[src/rtl/tdc_clk_ctrl_pkg.sv]
// Shared TDC clock-control constants: FSM state encodings and reset ratio.
package tdc_clk_ctrl_pkg;

   localparam logic [1:0] ST_OFF    = 2'd0;
   localparam logic [1:0] ST_RUN    = 2'd1;
   localparam logic [1:0] ST_PEND   = 2'd2;
   localparam logic [1:0] ST_SETTLE = 2'd3;

   localparam logic [7:0] TDC_RATIO_RST = 8'd4;

   // Divider is toggling in every state except OFF.
   function automatic logic st_running(input logic [1:0] st);
      return st != ST_OFF;
   endfunction

   // New ratio requests are only taken when nothing is in flight.
   function automatic logic st_ready(input logic [1:0] st);
      return (st == ST_OFF) || (st == ST_RUN);
   endfunction

endpackage

[src/rtl/tdc_div_core.sv]
// Divider core: half-period counter, registered toggle output and phase flags.
module tdc_div_core (
   input  logic       clk,
   input  logic       rst_n,
   input  logic       run,
   input  logic       load,
   input  logic [7:0] ratio,
   output logic       clk_div,
   output logic       boundary,
   output logic       rise
);

   logic [7:0] cnt_q;
   logic       div_q;
   logic       at_max;

   assign at_max   = (cnt_q == ratio);
   // Last cycle of a high phase: the next edge is a falling edge.
   assign boundary = run && at_max && div_q;
   // Last cycle of a low phase: the next edge is a rising edge.
   assign rise     = run && at_max && !div_q;
   assign clk_div  = div_q;

   // Counter and toggle; load forces a clean low phase starting from zero.
   always_ff @(posedge clk or negedge rst_n) begin
      if (!rst_n) begin
         cnt_q <= 8'd0;
         div_q <= 1'b0;
      end else if (load) begin
         cnt_q <= 8'd0;
         div_q <= 1'b0;
      end else if (run) begin
         if (at_max) begin
            cnt_q <= 8'd0;
            div_q <= ~div_q;
         end else begin
            cnt_q <= cnt_q + 8'd1;
         end
      end
   end

endmodule

[src/rtl/tdc_clk_ctrl.sv]
// TDC clock controller: glitch-free ratio changes applied on falling-edge
// boundaries, followed by a settle window before completion is reported.
module tdc_clk_ctrl
   import tdc_clk_ctrl_pkg::*;
#(
   parameter int unsigned SETTLE_PERIODS = 2,
   parameter logic [7:0]  RATIO_RST      = TDC_RATIO_RST
) (
   input  logic       clk,
   input  logic       rst_n,
   input  logic       en,
   input  logic [7:0] ratio_req,
   input  logic       req_valid,
   output logic       req_ready,
   output logic [7:0] ratio_act,
   output logic       clk_TDC,
   output logic       running,
   output logic       upd_done
);

   localparam logic [3:0] SETTLE_LAST = 4'(SETTLE_PERIODS - 1);

   logic [1:0] state_q, state_d;
   logic [7:0] ratio_act_q, ratio_act_d;
   logic [7:0] ratio_pend_q, ratio_pend_d;
   logic [3:0] settle_q, settle_d;
   logic       upd_done_q, upd_done_d;
   logic       core_run, core_load;
   logic       boundary, rise;
   logic       accept;

   assign req_ready = st_ready(state_q);
   assign running   = st_running(state_q);
   assign accept    = req_valid && req_ready;
   assign ratio_act = ratio_act_q;
   assign upd_done  = upd_done_q;

   tdc_div_core u_core (
      .clk      (clk),
      .rst_n    (rst_n),
      .run      (core_run),
      .load     (core_load),
      .ratio    (ratio_act_q),
      .clk_div  (clk_TDC),
      .boundary (boundary),
      .rise     (rise)
   );

   // Next-state logic; all ratio switches and stops happen on a boundary so
   // the output only ever changes 1->0 where it would anyway.
   always_comb begin
      state_d      = state_q;
      ratio_act_d  = ratio_act_q;
      ratio_pend_d = ratio_pend_q;
      settle_d     = settle_q;
      upd_done_d   = 1'b0;
      core_run     = st_running(state_q);
      core_load    = 1'b0;
      case (state_q)
         ST_OFF: begin
            if (accept) begin
               ratio_pend_d = ratio_req;
               ratio_act_d  = ratio_req;
               upd_done_d   = 1'b1;
            end
            if (en) begin
               core_load = 1'b1;
               state_d   = ST_RUN;
            end
         end
         ST_RUN: begin
            if (!en && boundary) begin
               core_load = 1'b1;
               state_d   = ST_OFF;
               // Divider stops here, so a same-cycle request completes at once.
               if (accept) begin
                  ratio_pend_d = ratio_req;
                  ratio_act_d  = ratio_req;
                  upd_done_d   = 1'b1;
               end
            end else if (accept) begin
               ratio_pend_d = ratio_req;
               state_d      = ST_PEND;
            end
         end
         ST_PEND: begin
            if (boundary) begin
               ratio_act_d = ratio_pend_q;
               core_load   = 1'b1;
               if (en) begin
                  settle_d = 4'd0;
                  state_d  = ST_SETTLE;
               end else begin
                  upd_done_d = 1'b1;
                  state_d    = ST_OFF;
               end
            end
         end
         ST_SETTLE: begin
            if (!en && boundary) begin
               core_load  = 1'b1;
               upd_done_d = 1'b1;
               settle_d   = 4'd0;
               state_d    = ST_OFF;
            end else if (rise) begin
               // upd_done is registered with the same edge that raises clk_TDC.
               if (settle_q == SETTLE_LAST) begin
                  upd_done_d = 1'b1;
                  settle_d   = 4'd0;
                  state_d    = ST_RUN;
               end else begin
                  settle_d = settle_q + 4'd1;
               end
            end
         end
         default: state_d = ST_OFF;
      endcase
   end

   // State registers; reset abandons any request in flight.
   always_ff @(posedge clk or negedge rst_n) begin
      if (!rst_n) begin
         state_q      <= ST_OFF;
         ratio_act_q  <= RATIO_RST;
         ratio_pend_q <= RATIO_RST;
         settle_q     <= 4'd0;
         upd_done_q   <= 1'b0;
      end else begin
         state_q      <= state_d;
         ratio_act_q  <= ratio_act_d;
         ratio_pend_q <= ratio_pend_d;
         settle_q     <= settle_d;
         upd_done_q   <= upd_done_d;
      end
   end

endmodule

[config.mk]
export PLATFORM = sky130hd
export DESIGN_NAME = tdc_clk_ctrl
export DESIGN_NICKNAME = d
export VERILOG_FILES = /design/src/rtl/tdc_clk_ctrl_pkg.sv /design/src/rtl/tdc_div_core.sv /design/src/rtl/tdc_clk_ctrl.sv
export SDC_FILE = /design/constraint.sdc
export NUM_CORES = 1
export LEC_CHECK = 0
export BUFFER_PORTS_ARGS = -buffer_cell sky130_fd_sc_hd__buf_2
export CORE_MARGIN = 5
export CORE_UTILIZATION = 55
export DETAILED_ROUTE_END_ITERATION = 6
export GPL_TIMING_DRIVEN = 0
export PLACE_DENSITY_LB_ADDON = 0.08
export REMOVE_ABC_BUFFERS = 1
export SETUP_SLACK_MARGIN = 0.1
export SYNTH_ARGS = -nofsm -noshare
export SYNTH_HDL_FRONTEND = slang
export SYNTH_HIERARCHICAL = 1
export SYNTH_SLANG_ARGS = --single-unit
[constraint.sdc]
create_clock -name clk -period 5.4 [get_ports clk]
set_clock_uncertainty 0.2 [all_clocks]
set_input_delay 1.08 -clock clk [delete_from_list [all_inputs] [get_ports clk]]
set_output_delay 1.08 -clock clk [all_outputs]
set_load 0.03 [all_outputs]
==> impl_results.md, run 1 <==
- # setup viols final: 0
- Tightest Pin Transition: 0.728 ns
- Tcrit/Tclk final: 0.595
- Die height: between 60 and 70 um
- #FFs+latches synth: 32
- Initial antenna violation count: 0
- RSZ-0062 raised after global routing: false
- Layout net count: roughly 210
- Grt ovf: 0
- P_sw: between 0.4 and 0.5 mW
- Hold_buf cts: 0
- CTS root buffer: clkbuf_4
- TritonCTS sink count: 32
- Core box area: slightly above 3000 um^2
- Post-CTS Setup Repair Bufs: 0
- Multi-input gate area: 926 um^2
- RePlAce Congestion: ~0.83
- Die area: between 4000 and 5000 um^2
- Sequential Power Share: 0.404
- Crit path required time: 5.42 ns
- PwrDens: 560 nW/um^2
- Site Rows: 20
- Share of the synthesized area in the top cell type: 0.422
- Layout area overhead: 12.6%
- First-pass GRT wire length: roughly 6.0 mm
- Layout fillers: around 270
- Max rail drop VDD: ~420 uV
- Critical Path Fanout Max: 12
- CTS tree: yes
- Net Sw Frac: 0.418
- Avg Inst Size Synth: between 10 and 15 um^2
- CTS resizes: 0
- Via density: roughly 5.4
- Design Area, Final: roughly 2000 um^2
- Leakage power: between 0.9 and 1 nW
- Worst skew pair latency: approximately 0.35 ns
- Detail Placement HPWL: approximately 2.5 mm
- Initial Util: 0.578
- Critical Path AT: 3.24 ns
- Worst Hold Class: register to register
- Die X: about 67 um
- Share of cells above drive strength 1: 0.313
- Clock period minus worst slack: around 3.2 ns
- Register area: around 800 um^2
- Comb power frac: 0.431
- Mapped Cells: 170
- Place WS: 2.20 ns
- Final worst slack: 2.19 ns
- Post-synth EDFFs: 0
- Slew Limit Fails: 0
- Slew margin rel.: 0.510
- Status: completed
- Crit path capture type: register
- Largest net degree at the start of global routing: 33
- Total iterations of the first detailed-routing run: 4
- Synth area leaders: dfrtp_1 (42%), mux2_2 (10%), nand2_1 (7.8%), xnor2_1 (3.9%), dfstp_2 (3.0%)
- Vias in the first global route: between 1000 and 1500
- Drt initial violations: 125
- Distinct cell type count after synthesis: between 40 and 50
- ANT cells: 0
- Placed Area: about 1900 um^2
- Bufs on Longest Clock Path: 2
- Worst-path clk slew: roughly 0.10 ns
- Synthesis warning total: 6
- Syn Std Cell Area: 1780 um^2
- ANT nets after route: 0
- Cell Int Power: between 0.6 and 0.7 mW
- Via count: about 1300
- Drt total wl: about 3.4 mm
- Overall Global Routing Usage: 0.183
- Max-capacitance violation count: 0
- Post-synthesis sequential area ratio: 0.452
- IO Pins: 24
- Avg WL per Cell: 13.9 um
- Reg2Reg Setup Slack: about 2.2 ns
- Asr flop ratio synth: 1.00
- Synth area leader: dfrtp_1
- CTS HTree Levels: 2
- Setup TNS: 0 ns
- Inserted Clock Buffers: 5
- Number of I/O port buffers: 23
- Clk pwr share: 0.165
- Main synth FF type: dfrtp_1
- Residual DRC count: 0
- Fin. Hold Viols: 0
- Crit path kind: register to register
- Achievable Freq: between 0.3 and 0.4 GHz
- CP startpoint kind: register
- Core Util, Final: 0.650
==> path summary, 6_finish.rpt <==
kind / cells after the start / start / end
max: 10 / state_q[0] / u_core/cnt_q[7]
min: 2 / ratio_pend_q[2] / ratio_pend_q[2]
max reg2reg: 10 / state_q[0] / u_core/cnt_q[7]
min reg2reg: 2 / ratio_pend_q[2] / ratio_pend_q[2]
max in group asynchronous: 1 / rst_n / u_core/cnt_q[4]
min in group asynchronous: 1 / rst_n / settle_q[3]
==> flip-flops by register name (all words and copies together) (netlist names) <==
name / count
u_core/clk_div: 1
ratio_pend_q: 8
upd_done: 1
settle_q: 4
state_q: 2
u_core/cnt_q: 8
ratio_act: 8
==> Yosys cell counts (all sizes together), types with 2 or more instances <==
cell,instances
o21ai,9
nor3b,2
xor2,2
xnor2,11
a21oi,7
dfstp,2
buf,2
o2111ai,2
nand2b,2
dfrtp,30
inv,6
mux2,16
and2b,2
nor2b,2
nand4,2
nor2,11
nor4,2
ha,3
nand2,37
nor3,2
==> kinds of logic (layout without fill, tap and decap cells) <==
logic type,after synthesis,count (layout),share of synthesized area
AO/OA/AOI/OAI,28,28,0.124
XOR/XNOR,13,13,0.0767
adder cells (fa/ha/maj),3,3,0.0211
buffers and inverters,9,37,0.0274
flip-flops,32,32,0.452
multiplexers,17,17,0.107
AND/OR/NAND/NOR,68,68,0.192
==> layout by cell type (no fill, tap or decap), types with 2 or more instances in the layout <==
master / instances
o21ai_0: 8
xnor2_2: 3
ha_1: 3
mux2_2: 16
nor2b_1: 2
buf_2: 23
xor2_1: 2
nand2_1: 37
o2111ai_1: 2
dfstp_2: 2
clkbuf_4: 5
nor2_1: 10
nor3b_1: 2
a21oi_1: 7
nor3_1: 2
inv_1: 5
xnor2_1: 8
dfrtp_1: 30
nand2b_1: 2
and2b_1: 2
==> power groups by stage <==
stage                     Clock (mW)  Combinational (mW)  Sequential (mW)
after floorplan                    0               0.317            0.505
after global placement             0               0.473            0.454
after detailed placement           0               0.487            0.459
after CTS                      0.189               0.489            0.454
after global routing           0.198               0.536            0.472
final                          0.185               0.484            0.453
==> layer usage <==
layer	track usage	part of all wire	up-vias
met2	0.285	0.46	35
met5	0	0	-
met1	0.232	0.46	625
li1	-	-	638
met4	0.0835	0.020	0
met3	0.0573	0.059	7
==> cell type report <==
cell class | count | area share
multi-input combinational | 129 | 0.463
tap | 44 | 0.0275
inverter | 6 | 0.0113
clock buffer | 5 | 0.0188
timing repair buffer | 23 | 0.0575
clock inverter | 3 | 0.0212
sequential | 32 | 0.401
==> per-stage QoR <==
stage | power (mW) | std cells | hold WS [ns]
after global placement | 0.927 | 234 | 0.245
final | 1.12 | 242 | 0.264
after CTS | 1.13 | 242 | 0.272
after global routing | 1.21 | 242 | 0.305
after detailed placement | 0.946 | 234 | 0.254
after floorplan | 0.821 | 167 | 0.237
==> critical path, stage by stage, from the launching register on <==
cell and delay, ns:
dfrtp_1 0.58, nor2_1 0.13, inv_1 0.16, inv_1 0.18, nor4_1 0.69, o21ai_0 0.19
nand2_1 0.22, o2111ai_1 0.24, nor3_1 0.29, xnor2_1 0.14, nor2_1 0.06
No activity file was read; power rests on OpenSTA's default activity.
==> run 2: changes to the inputs <==
clock period = 3 ns   (was 5.4 ns; I/O delays follow)
==> impl_results.md, run 2 (same netlist as run 1, synthesis figures left out) <==
- Commonest non-fill, non-tap cell in the layout: nand2_1
- TritonCTS sink count: 32
- Site Rows: 20
- Largest net degree at the start of global routing: 33
- Critical Path Fanout Max: 8
- Core box area: just over 3000 um^2
- Worst Hold Class: input port to asynchronous set/reset pin
- Leakage power: 0.924 nW
- # setup viols final: 0
- Final worst slack: roughly 0.31 ns
- Detail Placement HPWL: 2.49 mm
- R2r endpoint: u_core/cnt_q[7]
- First-pass GRT wire length: ~6 mm
- RSZ-0062 raised after global routing: false
- Drt total wl: roughly 3.5 mm
- Bufs on Longest Clock Path: 2
- Via density: around 5.4
- RePlAce Congestion: roughly 0.83
- R2r startpoint: state_q[1]
- Crit path capture type: register
- Status: completed
- Critical Path AT: around 2.7 ns
- Die area: approximately 4500 um^2
- PwrDens: between 1000 and 1500 nW/um^2
- Design Area, Final: between 2000 and 2500 um^2
- Clock period minus worst slack: around 2.7 ns
- Reg2Reg Setup Slack: between 0.3 and 0.4 ns
- Layout fillers: approximately 260
- Tcrit/Tclk final: 0.896
- Worst skew pair latency: approximately 0.35 ns
- Crit-path cells: nor2_1 -> inv_1 -> inv_1 -> nor4_4 -> o21ai_0 -> nand2_1 -> o2111ai_1 -> nor3_2 -> xnor2_1 -> nor2_1
- Drt initial violations: 104
- Worst-path clk slew: around 0.11 ns
- Total power: ~2.1 mW
- Slew Limit Fails: 0
- Die X: 66.9 um
- Total iterations of the first detailed-routing run: 4
- Hold_buf cts: 0
- CP peak stage delay: 0.45 ns
- Place WS: -0.197 ns
- ANT nets after route: 0
- Max rail drop VDD: 792 uV
- Die height: 66.9 um
- Initial Util: 0.578
- Fin. Hold Viols: 0
- Buffers & Inverters on Critical Path: 2
- CTS HTree Levels: 2
- ANT cells: 0
- Setup TNS: 0 ns
- Achievable Freq: about 0.37 GHz
- Residual DRC count: 0
- Grt ovf: 0
- Tightest Pin Transition: approximately 0.7 ns
- CTS root buffer: clkbuf_4
- Core Util, Final: 0.670
- Max-capacitance violation count: 0
- Crit-path leading delay family: simple AND/OR/NAND/NOR gates
- Via count: 1312
- Layout area overhead: 16.0%
- Number of I/O port buffers: 23
- Crit path required time: 3.02 ns
- Share of cells above drive strength 1: 0.348
- CTS tree: yes
- Placed Area: around 1900 um^2
- Slew margin rel.: 0.535
- Layout net count: ~220
- Initial antenna violation count: 0
- Inserted Clock Buffers: 5
- Overall Global Routing Usage: 0.185
- Commonest cells after routing, fill and taps aside: nand2_1 (37), dfrtp_1 (28), buf_2 (23), mux2_2 (16), nor2_1 (10)
- Vias in the first global route: ~1300
- IO Pins: 24
- Avg WL per Cell: approximately 14 um
- Cells on worst reg2reg path: 10
- Slowest cell on crit path: dfrtp_2
- Crit path kind: register to register
- CP startpoint kind: register
-- run 2: cell types whose count changed in the layout (fill, tap and decap cells not counted), sizes merged --
cell and change:
buf +3
-- run 2: layout make-up --
cell class,count,area (um^2),area share
well taps,44,55.1,0.0267
repair buffers,26,138,0.0667
clock inverters,3,42.5,0.0206
multi-input cells,129,962,0.466
clock buffers,5,37.5,0.0182
inverters,6,22.5,0.0109
flip-flops and latches,32,806,0.391
-- run 2: worst max-delay path by stage --
stage | start | cells past startpoint | slack, ns | to
CTS | state_q[1] | 10 | 0.19 | u_core/cnt_q[7]
detailed placement | state_q[0] | 10 | -0.20 | u_core/cnt_q[7]
floorplan | state_q[0] | 10 | 0.03 | u_core/cnt_q[7]
global placement | state_q[0] | 10 | -0.20 | u_core/cnt_q[7]
global route | state_q[1] | 10 | 0.12 | u_core/cnt_q[7]
finish | state_q[1] | 10 | 0.31 | u_core/cnt_q[7]
-- run 2: power breakdown --
part	leakage (nW)	switching, mW	internal [mW]	total (mW)
logic	0.488	0.540	0.415	0.955
clock network	0.0412	0.158	0.174	0.331
registers	0.395	0.192	0.619	0.811
-- run 2: metal layers --
layer	global-route usage	up-vias	share of wire
met5	0	-	0
met4	0.0835	0	0.019
met3	0.0573	7	0.053
met2	0.292	25	0.47
met1	0.232	636	0.46
li1	-	644	-
-- run 2: repair_timing --
action,4_1_cts,5_1_grt
resized for setup,3,4
pin swaps,0,1
setup buffers,0,3
setup endpoints to repair,8,1
gates cloned,0,0
-- run 2: worst reg2reg max path, delay by kind of cell, from the launching register on --
kind	cells	cell delay [ns]
simple gates	5	1.03
flops	1	0.45
compound gates	2	0.41
buf+inv	2	0.35
xor+xnor	1	0.13
-- run 2: through the flow --
stage	instances	hold slack, ns
6_report	245	0.0830
3_3_place_gp	234	0.245
3_5_place_dp	234	0.254
4_1_cts	242	0.0932
2_1_floorplan	167	0.104
5_1_grt	245	0.138
==> run 3: changes to the inputs <==
CORE_ASPECT_RATIO = 1.5   (was unset)
CORE_MARGIN = unset   (was 5)
SKIP_LAST_GASP = 1   (was unset)
==> impl_results.md, run 3 (same netlist as run 1, synthesis figures left out) <==
- Achievable Freq: roughly 0.38 GHz
- Multi-input gate area: between 900 and 1000 um^2
- PwrDens: a little over 1000 nW/um^2
- Worst hold slack: ~0.16 ns
- Hold_buf cts: 0
- Via density: roughly 5.6
- Via count: roughly 1300
- Fin. Hold Viols: 0
- Register area: around 800 um^2
- Slew Limit Fails: 0
- Overall Global Routing Usage: 0.234
- Crit-path cells: xnor2_1 -> nand4_2 -> nor4_4 -> o21ai_0 -> nand2_2 -> o2111ai_1 -> nor3_2 -> xnor2_1 -> nor2_1
- ANT cells: 0
- Post-Place Cells: around 230
- Slowest cell on crit path: dfstp_2
- Crit path capture type: register
- P_sw: roughly 0.88 mW
- CTS root buffer: clkbuf_8
- Inserted Clock Buffers: 5
- RePlAce Congestion: 0.751
- Drt initial violations: 36
- Most used routing layer: met2
- Drt total wl: around 3.6 mm
- Tcrit/Tclk final: 0.883
- Worst-path clk slew: 0.07 ns
- Max rail drop VDD: roughly 630 uV
- Die X: roughly 48 um
- RSZ-0062 raised after global routing: false
- Layout area overhead: 15.2%
- Core Util, Final: 0.682
- Max-capacitance violation count: 0
- Sequential Power Share: 0.400
- Residual DRC count: 0
- GR Layer Usage met2: 0.419
- Slew margin rel.: 0.529
- Total iterations of the first detailed-routing run: 5
- Placed Area: between 1500 and 2000 um^2
- Die area: around 3500 um^2
- Total power: ~2.1 mW
- Bufs on Longest Clock Path: 2
- IO Pins: 24
- CP startpoint kind: register
- Setup TNS: 0 ns
- CP most frequent cell: xnor2_1
- Detail Placement HPWL: around 2.6 mm
- Tightest Pin Transition: 0.707 ns
- Worst Hold Class: input port to asynchronous set/reset pin
- # setup viols final: 0
- Grt ovf: 0
- Final worst slack: 0.352 ns
- Clk pwr share: 0.165
- Number of I/O port buffers: 23
- Cell Int Power: between 1 and 1.5 mW
- Largest net degree at the start of global routing: 33
- Vias in the first global route: 1389
- TritonCTS sink count: 32
- Net Sw Frac: 0.424
- M1 GR Usage: 0.282
- Site Rows: 24
- Clock period minus worst slack: between 2 and 3 ns
- Die height: around 72 um
- Crit-path leading delay family: simple AND/OR/NAND/NOR gates
- Core box area: 3000 um^2
- CP peak stage delay: between 0.5 and 0.6 ns
- Avg WL per Cell: about 15 um
- Met3 Use GR: 0.0446
- Layout fillers: 229
- Crit path kind: register to register
- ANT nets after route: 0
- Initial antenna violation count: 0
- Commonest cells after routing, fill and taps aside: nand2_1 (36), dfrtp_1 (28), buf_2 (23), mux2_2 (16), nor2_1 (10)
- Non-Filler Instances: between 200 and 250
- Comb power frac: 0.434
- Leakage power: slightly above 0.9 nW
- Design Area, Final: approximately 2000 um^2
- First-pass GRT wire length: ~6.3 mm
- Commonest non-fill, non-tap cell in the layout: nand2_1
- Crit path required time: 2.96 ns
- Initial Util: 0.592
- Status: completed
- Share of cells above drive strength 1: 0.345
- Critical Path AT: roughly 2.6 ns
- Place WS: -0.188 ns
- CTS HTree Levels: 2
- Critical Path Fanout Max: 7
- Buffers & Inverters on Critical Path: 0
- CTS tree: yes
- Worst skew pair latency: between 0.2 and 0.3 ns
- Layout net count: between 200 and 250
[run 3: worst register-to-register path: cells and delay by family (launching register included)]
family / cells / cell delay [ns]
XOR/XNOR: 2 / 0.28
AND/OR/NAND/NOR: 5 / 1.07
AO/OA/AOI/OAI: 2 / 0.40
flip-flops: 1 / 0.57
[run 3: timing repair]
action | in CTS | in global routing
pin swaps | 0 | 1
buffers inserted | 0 | 2
endpoints found under the setup margin | 8 | 7
resized for setup | 2 | 4
[run 3: worst paths after layout]
kind                                    to  slack, ns       startpoint  cells after the start
min                        ratio_pend_q[7]       0.16            rst_n                      1
max in group asynchronous       state_q[1]       1.93            rst_n                      1
max                        u_core/cnt_q[7]       0.35     ratio_act[2]                      9
min in group clk           ratio_pend_q[3]       0.28  ratio_pend_q[3]                      2
max reg2reg                u_core/cnt_q[7]       0.35     ratio_act[2]                      9
min reg2reg                ratio_pend_q[3]       0.28  ratio_pend_q[3]                      2
[run 3: per-layer routing]
layer,part of all wire,vias up
met5,0,-
met4,0.012,0
met3,0.032,6
met2,0.51,29
met1,0.44,656
li1,-,642
[run 3: layout make-up]
type                    count  area share
multi-input cells         129       0.463
flip-flops and latches     32       0.393
repair buffers             25      0.0635
clock buffers               6      0.0403
well taps                  39      0.0238
inverters                   6      0.0110
clock inverters             2     0.00489
[run 3: power by group through the flow]
| stage | Clock [mW] | Combinational (mW) | Sequential (mW) |
|---|---|---|---|
| 2_1_floorplan | 0 | 0.570 | 0.909 |
| 3_3_place_gp | 0 | 0.845 | 0.814 |
| 3_5_place_dp | 0 | 0.880 | 0.828 |
| 4_1_cts | 0.348 | 0.899 | 0.823 |
| 5_1_grt | 0.363 | 0.986 | 0.855 |
| 6_report | 0.342 | 0.897 | 0.828 |
